==> src/rtl/fetch_pkg.sv <==
// Shared fetch-path definitions: instruction width, buffer entry layout and
// the sequential PC step.
package fetch_pkg;

  localparam int unsigned ILEN   = 32;
  // Widest PC an entry can carry; narrower XLEN builds zero-pad the top bits.
  localparam int unsigned PC_W   = 32;
  localparam int unsigned PC_INC = 4;

  typedef struct packed {
    logic [PC_W-1:0] pc;
    logic [ILEN-1:0] instr;
  } fetch_entry_t;

endpackage

==> src/rtl/prefetch_unit_if.sv <==
// Prefetch bus bundle: redirect request, instruction-memory request/response
// channel and the instruction delivery handshake toward the decoder.
// master = prefetch unit, slave = memory plus consumer side.
interface prefetch_unit_if
  import fetch_pkg::*;
#(
  parameter int unsigned XLEN = 32
);

  logic            redirect_i;
  logic [XLEN-1:0] redirect_pc_i;

  logic            imem_req_o;
  logic [XLEN-1:0] imem_addr_o;
  logic            imem_gnt_i;
  logic            imem_rvalid_i;
  logic [ILEN-1:0] imem_rdata_i;

  logic            instr_valid_o;
  logic [ILEN-1:0] instr_o;
  logic [XLEN-1:0] instr_pc_o;
  logic            instr_ready_i;

  modport master (
    input  redirect_i, redirect_pc_i,
    output imem_req_o, imem_addr_o,
    input  imem_gnt_i, imem_rvalid_i, imem_rdata_i,
    output instr_valid_o, instr_o, instr_pc_o,
    input  instr_ready_i
  );

  modport slave (
    output redirect_i, redirect_pc_i,
    input  imem_req_o, imem_addr_o,
    output imem_gnt_i, imem_rvalid_i, imem_rdata_i,
    input  instr_valid_o, instr_o, instr_pc_o,
    output instr_ready_i
  );

endinterface

==> src/rtl/fetch_fifo.sv <==
// Synchronous instruction buffer, DEPTH entries (power of two), with a
// synchronous flush that empties it in one cycle.
module fetch_fifo
  import fetch_pkg::*;
#(
  parameter int unsigned DEPTH = 4
) (
  input  logic                   clk_i,
  input  logic                   rst_ni,
  input  logic                   flush_i,
  input  logic                   push_i,
  input  fetch_entry_t           wdata_i,
  input  logic                   pop_i,
  output fetch_entry_t           rdata_o,
  output logic                   valid_o,
  output logic [$clog2(DEPTH):0] count_o
);

  localparam int unsigned AW   = $clog2(DEPTH);
  localparam logic [AW:0] FULL = (AW+1)'(DEPTH);

  fetch_entry_t  mem [DEPTH];
  logic [AW-1:0] rd_ptr;
  logic [AW-1:0] wr_ptr;
  logic [AW:0]   count;
  logic          do_push;
  logic          do_pop;

  // Qualify push/pop; a flush cancels both in the same cycle.
  always_comb begin
    do_push = push_i && !flush_i && (count != FULL);
    do_pop  = pop_i && !flush_i && (count != '0);
  end

  // Pointer and occupancy tracking.
  always_ff @(posedge clk_i or negedge rst_ni) begin
    if (!rst_ni) begin
      rd_ptr <= '0;
      wr_ptr <= '0;
      count  <= '0;
    end else if (flush_i) begin
      rd_ptr <= '0;
      wr_ptr <= '0;
      count  <= '0;
    end else begin
      if (do_push) wr_ptr <= wr_ptr + 1'b1;
      if (do_pop)  rd_ptr <= rd_ptr + 1'b1;
      count <= count + (AW+1)'(do_push) - (AW+1)'(do_pop);
    end
  end

  // Entry storage; contents are only observed behind valid_o, so no reset.
  always_ff @(posedge clk_i) begin
    if (do_push) mem[wr_ptr] <= wdata_i;
  end

  assign rdata_o = mem[rd_ptr];
  assign valid_o = (count != '0);
  assign count_o = count;

endmodule

==> src/rtl/prefetch_unit.sv <==
// Instruction prefetch unit: issues sequential fetches, buffers in-order
// responses and handles redirects by discarding responses still in flight.
// Optional build macro PREFETCH_PERF_EN adds perf_discard_o, a saturating
// 16-bit count of dropped responses.
module prefetch_unit
  import fetch_pkg::*;
#(
  parameter int unsigned   XLEN     = 32,
  parameter int unsigned   DEPTH    = 4,
  parameter logic [XLEN-1:0] RESET_PC = XLEN'(32'h0000_0000)
) (
  input logic             clk_i,
  input logic             rst_ni,
  prefetch_unit_if.master bus
`ifdef PREFETCH_PERF_EN
  ,
  output logic [15:0]     perf_discard_o
`endif
);

  localparam int unsigned CW    = $clog2(DEPTH) + 1;
  localparam logic [CW:0] LIMIT = (CW+1)'(DEPTH);

  logic [XLEN-1:0] fetch_pc;
  logic [XLEN-1:0] resp_pc;
  logic [XLEN-1:0] target_pc;
  logic [CW-1:0]   outstanding;
  logic [CW-1:0]   outstanding_nxt;
  logic [CW-1:0]   discard;
  logic [CW-1:0]   fifo_count;
  logic [CW:0]     in_flight;
  logic            fifo_valid;
  logic            grant;
  logic            rsp_keep;
  logic            rsp_drop;
  logic            pop;
  fetch_entry_t    wentry;
  fetch_entry_t    head;

  // Request gating, response classification and entry assembly.
  always_comb begin
    target_pc       = bus.redirect_pc_i & ~XLEN'(3);
    in_flight       = {1'b0, fifo_count} + {1'b0, outstanding};
    bus.imem_req_o  = rst_ni && !bus.redirect_i && (in_flight < LIMIT);
    grant           = bus.imem_req_o && bus.imem_gnt_i;
    // A response arriving with a redirect is stale by definition.
    rsp_keep        = bus.imem_rvalid_i && !bus.redirect_i && (discard == '0);
    rsp_drop        = bus.imem_rvalid_i && !rsp_keep;
    bus.instr_valid_o = fifo_valid && !bus.redirect_i;
    pop             = bus.instr_valid_o && bus.instr_ready_i;
    outstanding_nxt = outstanding + CW'(grant) - CW'(bus.imem_rvalid_i);
    wentry          = '0;
    wentry.pc[XLEN-1:0] = resp_pc;
    wentry.instr    = bus.imem_rdata_i;
  end

  assign bus.imem_addr_o = fetch_pc;
  assign bus.instr_o     = head.instr;
  assign bus.instr_pc_o  = head.pc[XLEN-1:0];

  // PC, outstanding and discard bookkeeping.
  // On redirect everything still in flight after this cycle is stale, so the
  // discard count becomes the next outstanding value; that also accumulates
  // any discards pending from an earlier redirect.
  always_ff @(posedge clk_i or negedge rst_ni) begin
    if (!rst_ni) begin
      fetch_pc    <= RESET_PC;
      resp_pc     <= RESET_PC;
      outstanding <= '0;
      discard     <= '0;
    end else begin
      outstanding <= outstanding_nxt;
      if (bus.redirect_i) begin
        fetch_pc <= target_pc;
        resp_pc  <= target_pc;
        discard  <= outstanding_nxt;
      end else begin
        if (grant)    fetch_pc <= fetch_pc + XLEN'(PC_INC);
        if (rsp_keep) resp_pc  <= resp_pc + XLEN'(PC_INC);
        if (rsp_drop) discard  <= discard - CW'(1);
      end
    end
  end

  fetch_fifo #(
    .DEPTH(DEPTH)
  ) u_fifo (
    .clk_i  (clk_i),
    .rst_ni (rst_ni),
    .flush_i(bus.redirect_i),
    .push_i (rsp_keep),
    .wdata_i(wentry),
    .pop_i  (pop),
    .rdata_o(head),
    .valid_o(fifo_valid),
    .count_o(fifo_count)
  );

`ifdef PREFETCH_PERF_EN
  logic [15:0] perf_cnt;

  // Saturating count of dropped responses.
  always_ff @(posedge clk_i or negedge rst_ni) begin
    if (!rst_ni) begin
      perf_cnt <= '0;
    end else if (rsp_drop && (perf_cnt != '1)) begin
      perf_cnt <= perf_cnt + 16'd1;
    end
  end

  assign perf_discard_o = perf_cnt;
`endif

endmodule

==> src/flat_wrapper.sv <==
// flat-port wrapper written by rule: the top's interface ports become plain ports
module prefetch_unit_flat import fetch_pkg::*;
#(
  parameter int unsigned   XLEN     = 32,
  parameter int unsigned   DEPTH    = 4,
  parameter logic [XLEN-1:0] RESET_PC = XLEN'(32'h0000_0000)
)
  (clk_i, rst_ni, bus_redirect_i, bus_redirect_pc_i, bus_imem_req_o, bus_imem_addr_o, bus_imem_gnt_i, bus_imem_rvalid_i, bus_imem_rdata_i, bus_instr_valid_o, bus_instr_o, bus_instr_pc_o, bus_instr_ready_i);
  prefetch_unit_if #(.XLEN(XLEN)) bus_i ();
  input logic clk_i;
  input logic rst_ni;
  input wire logic [$bits(bus_i.redirect_i)-1:0] bus_redirect_i;
  input wire logic [$bits(bus_i.redirect_pc_i)-1:0] bus_redirect_pc_i;
  output wire logic [$bits(bus_i.imem_req_o)-1:0] bus_imem_req_o;
  output wire logic [$bits(bus_i.imem_addr_o)-1:0] bus_imem_addr_o;
  input wire logic [$bits(bus_i.imem_gnt_i)-1:0] bus_imem_gnt_i;
  input wire logic [$bits(bus_i.imem_rvalid_i)-1:0] bus_imem_rvalid_i;
  input wire logic [$bits(bus_i.imem_rdata_i)-1:0] bus_imem_rdata_i;
  output wire logic [$bits(bus_i.instr_valid_o)-1:0] bus_instr_valid_o;
  output wire logic [$bits(bus_i.instr_o)-1:0] bus_instr_o;
  output wire logic [$bits(bus_i.instr_pc_o)-1:0] bus_instr_pc_o;
  input wire logic [$bits(bus_i.instr_ready_i)-1:0] bus_instr_ready_i;
  assign bus_i.redirect_i = bus_redirect_i;
  assign bus_i.redirect_pc_i = bus_redirect_pc_i;
  assign bus_imem_req_o = bus_i.imem_req_o;
  assign bus_imem_addr_o = bus_i.imem_addr_o;
  assign bus_i.imem_gnt_i = bus_imem_gnt_i;
  assign bus_i.imem_rvalid_i = bus_imem_rvalid_i;
  assign bus_i.imem_rdata_i = bus_imem_rdata_i;
  assign bus_instr_valid_o = bus_i.instr_valid_o;
  assign bus_instr_o = bus_i.instr_o;
  assign bus_instr_pc_o = bus_i.instr_pc_o;
  assign bus_i.instr_ready_i = bus_instr_ready_i;
  prefetch_unit #(.XLEN(XLEN), .DEPTH(DEPTH), .RESET_PC(RESET_PC)) u_core (.clk_i(clk_i), .rst_ni(rst_ni), .bus(bus_i));
endmodule
==> config.mk <==
export PLATFORM = sky130hd
export DESIGN_NAME = prefetch_unit_flat
export DESIGN_NICKNAME = d
export VERILOG_FILES = /design/src/rtl/fetch_pkg.sv /design/src/rtl/prefetch_unit_if.sv /design/src/rtl/fetch_fifo.sv /design/src/rtl/prefetch_unit.sv /design/src/flat_wrapper.sv
export SDC_FILE = /design/constraint.sdc
export NUM_CORES = 1
export LEC_CHECK = 0
export BUFFER_PORTS_ARGS = -buffer_cell sky130_fd_sc_hd__buf_2
export CAP_MARGIN = 20
export CORE_MARGIN = 5
export CORE_UTILIZATION = 62
export DETAILED_ROUTE_END_ITERATION = 8
export GPL_ROUTABILITY_DRIVEN = 0
export PLACE_DENSITY = 0.85
export SKIP_LAST_GASP = 1
export SYNTH_ARGS = -nofsm -noshare
export SYNTH_HDL_FRONTEND = slang
export SYNTH_SLANG_ARGS = --single-unit
export TNS_END_PERCENT = 5
==> constraint.sdc <==
create_clock -name clk_i -period 6.1 [get_ports clk_i]
set_input_delay 0.61 -clock clk_i [delete_from_list [all_inputs] [get_ports clk_i]]
set_output_delay 0.61 -clock clk_i [all_outputs]
set_load 0.1 [all_outputs]
==> results of run 1 <==
## sequential cells by signal, summed over array words and instances (netlist names)
signal / cells
u_core.bus.imem_addr_o: 30
u_core.discard: 3
u_core.outstanding: 3
u_core.resp_pc: 30
u_core.u_fifo.count_o: 3
u_core.u_fifo.mem: 248
u_core.u_fifo.rd_ptr: 2
u_core.u_fifo.wr_ptr: 2
## logic make-up after synthesis
logic type	Yosys count
other cells	1
xor+xnor	38
mux	73
compound gates	83
fa+ha+maj	16
flops	321
simple gates	198
buf+inv	61
## Yosys cell counts, types with 3 or more instances
master    number
edfxtp_1     248
dfrtp_1       73
mux4_2        62
nand2_1       60
o21ai_0       34
nor2_1        30
nand3_1       27
inv_1         24
xor2_1        23
nand4_1       21
clkbuf_1      18
xnor2_1       15
ha_1          14
nor3_1        12
a21oi_1       11
and2_1         9
buf_1          9
mux2_2         8
nor4_1         7
o211ai_1       7
o311ai_0       7
and3_1         6
a21boi_0       4
buf_4          4
nand2b_1       4
nand3b_1       4
nand4b_1       4
a21o_1         3
a31oi_1        3
mux2i_1        3
or3_1          3
## stage by stage
step / std cells / total power (µW)
after floorplan: 794 / 4567
after global placement: 1208 / 4905
after detailed placement: 1208 / 4940
after CTS: 1265 / 6942
after global routing: 1266 / 7158
final: 1266 / 6897
## path summary, 6_finish.rpt
kind / to / slack, ps
min reg2reg: u_core.discard[1] / 560
max in group asynchronous: u_core.u_fifo.rd_ptr[0] / 4420
min in group asynchronous: u_core.bus.imem_addr_o[21] / 480
max: bus_instr_pc_o[11] / 2460
max reg2reg: u_core.u_fifo.mem[0][45] / 2850
min: u_core.u_fifo.mem[3][27] / 290
## repair_timing
item	4_1_cts	5_1_grt
endpoints found under the hold margin	8	0
hold buffers	1	0
setup endpoints to repair	0	0
## worst max-delay path, cell delays in order, from the launching register on
cell and delay (ps):
dfrtp_4 990, buf_4 520, mux4_2 600, buf_2 320
## power groups by stage
| stage | clock [µW] | combinational [µW] | sequential (µW) |
|---|---|---|---|
| 2_1_floorplan | 0 | 1750 | 2820 |
| 3_3_place_gp | 0 | 2170 | 2740 |
| 3_5_place_dp | 0 | 2190 | 2750 |
| 4_1_cts | 2040 | 2200 | 2700 |
| 5_1_grt | 2150 | 2280 | 2730 |
| 6_report | 2010 | 2180 | 2700 |
## routing by layer
metal  global-route usage  part of all wire  wire length (µm)
met1               0.3315              0.42             11270
met2               0.3699              0.49             13180
met3              0.02913             0.072              1926
met4              0.04293             0.013               352
met5                    0                 0                 0
## cell type report
| cell class | instances | area [µm²] | share of cell area |
|---|---|---|---|
| clock buffers | 40 | 867.1 | 0.05634 |
| clock inverters | 16 | 232.7 | 0.01512 |
| inverters | 26 | 102.6 | 0.006666 |
| multi-input cells | 412 | 3632 | 0.2360 |
| flip-flops and latches | 321 | 9279 | 0.6029 |
| well taps | 275 | 344.1 | 0.02236 |
| repair buffers | 176 | 933.4 | 0.06065 |
==> summary.txt, run 1 <==
Run status
  – Outcome: completed

Min path
  – Hold depth: 1
  – Min-delay src: bus_imem_rdata_i[27]
  – Worst min-delay path category: in -> reg

Yosys
  – Post-Synth XOR/XNOR Area: 0.02530
  – Portion of netlist area occupied by mux cells: 0.1153
  – Simple-gate share of the synthesized area: 0.07779
  – Top cells by area in the synthesized netlist: edfxtp_1 57%, dfrtp_1 14%, mux4_2 11%, nand2_1 1.7%, xor2_1 1.5%
  – Post-synthesis sequential area ratio: 0.7049
  – Synth unique cells: 55
  – Number of synthesized register bits: 321
  – Yosys top cell by area: edfxtp_1
  – Avg Synthesized Cell Area: 16.63 µm²
  – Share of flip-flops with an asynchronous set or reset: 0.2274
  – Total standard cell area after synthesis: 13,160 µm²
  – Top-area cell type share of the netlist area: 0.5660
  – Yosys Warn Count: 0
  – Combinational family with the most area after synthesis: multiplexers
  – Compound-cell area share of the yosys netlist: 0.03985
  – Adder and majority cell fraction of the synthesized area: 0.01636
  – Number of enable flip-flop cells after synthesis: 248
  – Number of instances in the synthesized netlist: 791
  – Commonest register cell after synthesis: edfxtp_1

Setup path
  – Worst path arrival time: 3030 ps
  – Required time at the worst-slack endpoint: 5490 ps
  – Worst Path Class, Setup: reg -> out
  – Critical path startpoint category: flip-flop
  – Number of cells on the worst reg-to-reg path: 7
  – Crit-path max FO: 45
  – CP endpoint kind: output port
  – Crit path from: u_core.u_fifo.rd_ptr[0]
  – Startpoint of the worst register-to-register path: u_core.discard[0]

Clocking
  – Worst-path clk slew: 60 ps
  – Later-pin clock latency in the skew report: 540 ps
  – Deepest level of the CTS H-tree: 1
  – Buffers inserted by post-CTS timing repair: 0
  – Post-CTS resize count: 0
  – CTS buffer count: 30
  – Clock tree from TritonCTS: yes
  – Num Clock Sinks: 321
  – Max Buffers Root-to-Sink: 3
  – Clock tree root buffer cell: clkbuf_16

Die
  – Total die area: 24,230 µm²
  – Core outline area: 20,960 µm²
  – Vertical die dimension: 155.7 µm
  – Die W: 155.7 µm
  – Std cell rows: 53
  – Number of primary I/O pins: 168
  – Starting Density: 0.6278

Routing
  – Number of vias after detailed routing: 7,650
  – Total detailed-routing wirelength: 26.73 mm
  – Initial drt markers: 681
  – Antenna-violating nets left: 0
  – Vias per cell: 6.043
  – Length of the first detailed-routing pass in iterations: 6
  – Average wire length per cell after detail routing: 21.11 µm
  – Drt drc: 0

GRT
  – Number of global-route vias before repair: 7,719
  – Wire length of the first global-routing pass: 42.58 mm
  – Number of antenna violations at the first check in global routing: 0
  – Overall track demand over capacity in global routing: 0.2239
  – Global route total overflow: 0
  – Maximum number of pins on one net before global-route repair: 66

STA
  – Peak Freq: 0.2745 GHz
  – Final max-slew violation count: 0
  – Post-Route Skew: 16.35 ps
  – Shortest period the worst path allows: 3644 ps
  – Final hold slack: 291.3 ps
  – Setup repair after global routing missed its margin: no
  – Endpoints failing hold: 0
  – Max-Slew Margin vs Limit: 0.2595
  – Worst Max-Slew Pin Slew: 1111 ps
  – Share of the clock period used by the worst path: 0.5973
  – Final worst slack: 2456 ps
  – Total Neg Setup Slack: 0 ps
  – Finish-stage setup viols: 0

Layout
  – Design Area, Final: 15,390 µm²
  – Ratio of cells with drive above 1 in the final layout: 0.3118
  – Utilization after layout: 0.7345
  – Antenna diode count: 0
  – Layout filler cell count: 1,299
  – Final net count: 1,053
  – Area growth from synthesis to final layout: 16.99%
  – Commonest non-fill, non-tap cell in the layout: edfxtp_1
  – Commonest non-fill, non-tap cells in the layout: 248 x edfxtp_1, 161 x buf_2, 71 x dfrtp_1, 62 x mux4_2, 60 x nand2_1

Power
  – Cell area power density: 448.1 nW/µm²
  – Sw Pwr: 2632 µW
  – Worst IR drop on VDD: 251.6 µV
  – Switching part of the total power: 0.3816
  – LEAKAGE: 0.005576 µW
  – Proportion of power drawn by the clock network: 0.292
  – Logic gate share of total power: 0.317
  – Flop pwr share: 0.391
  – Internal power: 4265 µW

Job
  – Max-capacitance violation count: 0

Placement
  – Setup WS pre-CTS: 2736 ps
  – Post-DP Area: 14,260 µm²
  – Count of buffers from port buffering: 161
  – Sum of net half-perimeters after detailed placement: 17.19 mm
Note: power is estimated with default switching activity, not from simulation.
==> run 2: changes to the inputs <==
ABC_AREA = 1   (was unset)
CORE_UTILIZATION = 53   (was 62)
PLACE_DENSITY = 0.77   (was 0.85)
clock period = 3.1 ns   (was 6.1 ns; I/O delays follow)
==> run 2 against run 1 <==
- setup slack worse by 2100 ps
- clock power is 110% higher
- flip-flop and latch count stayed put
- critical endpoint is now bus_instr_pc_o[16]
- first-iteration DRC count is 22% higher
- critical path type unchanged
- sequential power is 97% higher
- synthesized cell count is 66% higher
- clock skew is 11 ps higher
==> summary.txt, run 2 <==
Placement
  – Count of buffers from port buffering: 161 (unchanged)
  – Cell total after placement: 1,773 (was 1,208)
  – Setup WS pre-CTS: 414.9 ps (was 2736 ps)
  – Sum of net half-perimeters after detailed placement: 20.55 mm (was 17.19 mm)

STA
  – Finish-stage setup viols: 0 (unchanged)
  – Worst Max-Slew Pin Slew: 1007 ps (was 1111 ps)
  – Post-Route Skew: 27.61 ps (was 16.35 ps)
  – Shortest period the worst path allows: 2724 ps
  – Endpoints failing hold: 0 (unchanged)
  – Share of the clock period used by the worst path: 0.8788
  – Max-Slew Margin vs Limit: 0.3245 (was 0.2595)
  – Final max-slew violation count: 0 (unchanged)
  – Final worst slack: 375.6 ps (was 2456 ps)
  – Total Neg Setup Slack: 0 ps (unchanged)
  – Peak Freq: 0.3671 GHz
  – Setup repair after global routing missed its margin: no (unchanged)

Layout
  – Post-route insts no fill: 1,856 (was 1,266)
  – Layout filler cell count: 1,890 (was 1,299)
  – Commonest non-fill, non-tap cells in the layout: 248 x edfxtp_1, 208 x nand2_1, 193 x nor2_1, 152 x o21ai_0, 132 x buf_2 (was 248 x edfxtp_1, 161 x buf_2, 71 x dfrtp_1, 62 x mux4_2, 60 x nand2_1)
  – Final net count: 1,581 (was 1,053)
  – Area growth from synthesis to final layout: 21.15% (was 16.99%)
  – Commonest non-fill, non-tap cell in the layout: edfxtp_1 (unchanged)
  – Most flops, register: u_core.u_fifo.mem (unchanged)
  – Largest register FFs: 248 (unchanged)
  – Ratio of cells with drive above 1 in the final layout: 0.1769 (was 0.3118)
  – Utilization after layout: 0.6531 (was 0.7345)
  – Antenna diode count: 0 (unchanged)

Setup path
  – Top cell family by delay on the critical path: buffers and inverters (was flip-flops)
  – Critical path startpoint category: flip-flop (unchanged)
  – Crit-path max FO: 64 (was 45)
  – Standard cell with the maximum stage delay on the critical path: buf_4 (was dfrtp_4)
  – CP endpoint kind: output port (unchanged)
  – Worst path arrival time: 2410 ps (was 3030 ps)
  – WP buf/inv: 2 (unchanged)
  – Required time at the worst-slack endpoint: 2790 ps (was 5490 ps)
  – Worst Path Class, Setup: reg -> out (unchanged)
  – Critical path's largest stage delay: 520 ps (was 990 ps)
  – Crit path cell chain: buf_4, o21ai_0, o22ai_1, buf_2 (was buf_4, mux4_2, buf_2)

Yosys
  – Commonest register cell after synthesis: edfxtp_1 (unchanged)
  – Top-area cell type share of the netlist area: 0.5286 (was 0.5660)
  – Most common library cells after synthesis: 248 x edfxtp_1, 208 x nand2_1, 197 x nor2_1 (was 248 x edfxtp_1, 73 x dfrtp_1, 62 x mux4_2)
  – Yosys top cell by area: edfxtp_1 (unchanged)
  – Synth unique cells: 44 (was 55)
  – Total standard cell area after synthesis: 14,090 µm² (was 13,160 µm²)
  – Post-synthesis sequential area ratio: 0.6583 (was 0.7049)
  – Top cells by area in the synthesized netlist: edfxtp_1 53%, dfrtp_1 13%, nand2_1 5.5%, o21ai_0 5.4%, nor2_1 5.2% (was edfxtp_1 57%, dfrtp_1 14%, mux4_2 11%, nand2_1 1.7%, xor2_1 1.5%)
  – Number of synthesized register bits: 321 (unchanged)
  – Avg Synthesized Cell Area: 10.71 µm² (was 16.63 µm²)
  – Share of flip-flops with an asynchronous set or reset: 0.2274 (unchanged)
  – Most common cell in the netlist: edfxtp_1 (unchanged)
  – Number of instances in the synthesized netlist: 1,315 (was 791)
  – Yosys Warn Count: 0 (unchanged)
  – Number of enable flip-flop cells after synthesis: 248 (unchanged)

Power
  – Sw Pwr: 6633 µW (was 2632 µW)
  – Logic gate share of total power: 0.392 (was 0.317)
  – Proportion of power drawn by the clock network: 0.266 (was 0.292)
  – Flop pwr share: 0.342 (was 0.391)
  – Cell area power density: 910.6 nW/µm² (was 448.1 nW/µm²)
  – Switching part of the total power: 0.4268 (was 0.3816)
  – Internal power: 8908 µW (was 4265 µW)
  – LEAKAGE: 0.006695 µW (was 0.005576 µW)
  – Worst IR drop on VDD: 721.4 µV (was 251.6 µV)

GRT
  – Global route total overflow: 0 (unchanged)
  – Wire length of the first global-routing pass: 52.36 mm (was 42.58 mm)
  – Overall track demand over capacity in global routing: 0.2145 (was 0.2239)
  – Number of global-route vias before repair: 10,098 (was 7,719)
  – Maximum number of pins on one net before global-route repair: 125 (was 66)
  – Number of antenna violations at the first check in global routing: 0 (unchanged)

Die
  – Std cell rows: 59 (was 53)
  – Core outline area: 26,130 µm² (was 20,960 µm²)
  – Number of primary I/O pins: 168 (unchanged)
  – Starting Density: 0.5391 (was 0.6278)
  – Die W: 173.0 µm (was 155.7 µm)
  – Total die area: 29,940 µm² (was 24,230 µm²)
  – Vertical die dimension: 173.0 µm (was 155.7 µm)

Routing
  – Antenna-violating nets left: 0 (unchanged)
  – Total detailed-routing wirelength: 32.63 mm (was 26.73 mm)
  – Vias per cell: 5.606 (was 6.043)
  – Drt drc: 0 (unchanged)
  – Average wire length per cell after detail routing: 17.58 µm (was 21.11 µm)
  – Initial drt markers: 830 (was 681)
  – Number of vias after detailed routing: 10,404 (was 7,650)
  – Length of the first detailed-routing pass in iterations: 5 (was 6)

Clocking
  – Buffers inserted by post-CTS timing repair: 0 (unchanged)
  – Max Buffers Root-to-Sink: 3 (unchanged)
  – Num Clock Sinks: 321 (unchanged)
  – Worst-path clk slew: 60 ps (about the same)
  – CTS buffer count: 34 (was 30)
  – Clock tree from TritonCTS: yes (unchanged)
  – Later-pin clock latency in the skew report: 520 ps (was 540 ps)
  – Deepest level of the CTS H-tree: 2 (was 1)
  – Post-CTS resize count: 0 (unchanged)
  – Clock tree root buffer cell: clkbuf_16 (unchanged)

Run status
  – Outcome: completed (unchanged)

Min path
  – Worst min-delay path category: in -> reg (unchanged)

Job
  – Max-capacitance violation count: 0 (unchanged)
==> run 2: cell count changes after synthesis, moves of 57 or more <==
cell	delta
nand3_1	+57
o21ai_0	+118
nand2_1	+148
mux4_2	-62
o22ai_1	+63
inv_1	+68
nor2_1	+167
==> run 2: what timing repair did <==
action,4_1_cts,5_1_grt
hold buffers,21,0
setup endpoints to repair,0,0
hold endpoints to repair,94,0
==> run 2: layer usage <==
layer | GRT usage | vias up | share of wire
li1 | - | 4942 | -
met1 | 0.2997 | 4923 | 0.42
met2 | 0.3462 | 488 | 0.48
met3 | 0.04585 | 51 | 0.085
met4 | 0.05720 | 0 | 0.018
met5 | 0 | - | 0
==> run 2: area by class of cell <==
cell class                      instances  area [µm²]  share of cell area
Clock buffer                           39       900.9             0.05279
Clock inverter                         23       266.5             0.01562
Inverter                               98       376.6             0.02207
Multi-Input combinational cell        839        4193              0.2457
Sequential cell                       321        9279              0.5437
Tap cell                              335       419.2             0.02456
Timing Repair Buffer                  201        1632             0.09560
==> run 2: power groups by stage <==
stage	logic (µW)	clock network [µW]	registers (µW)
after global routing	6440	4410	5340
after detailed placement	6080	0	5380
after global placement	5990	0	5370
after CTS	6120	4200	5300
final	6090	4140	5310
after floorplan	4050	0	5810
==> run 2: cell families (layout without fill, tap and decap cells) <==
group	Yosys count	count (layout)	synth area share
compound gates	267	267	0.1057
xor+xnor	21	21	0.01306
fa+ha+maj	16	16	0.01528
buf+inv	158	361	0.04699
flops	321	321	0.6583
other cells	1	4	0.0002662
simple gates	531	531	0.1604
==> run 2: worst paths after layout <==
kind,to,startpoint,slack (ps),depth (start not counted)
max,bus_instr_pc_o[16],u_core.u_fifo.rd_ptr[1],380,4
min,u_core.u_fifo.mem[1][23],bus_imem_rdata_i[23],20,1
max reg2reg,u_core.u_fifo.count_o[2],u_core.u_fifo.count_o[1],430,8
min reg2reg,u_core.outstanding[2],u_core.outstanding[1],540,1
max in group asynchronous,u_core.u_fifo.rd_ptr[0],rst_ni,1790,3
min in group asynchronous,u_core.bus.imem_addr_o[7],rst_ni,220,2
==> run 2: metrics by stage <==
step / instance area (µm²) / total power, µW / hold slack, ps
final: 17070 / 15540 / 17.68
after detailed placement: 15690 / 11460 / 213.9
after CTS: 17070 / 15620 / 0.09309
after floorplan: 14100 / 9861 / 14.41
after global placement: 15690 / 11360 / 211.3
after global routing: 17070 / 16190 / 5.062
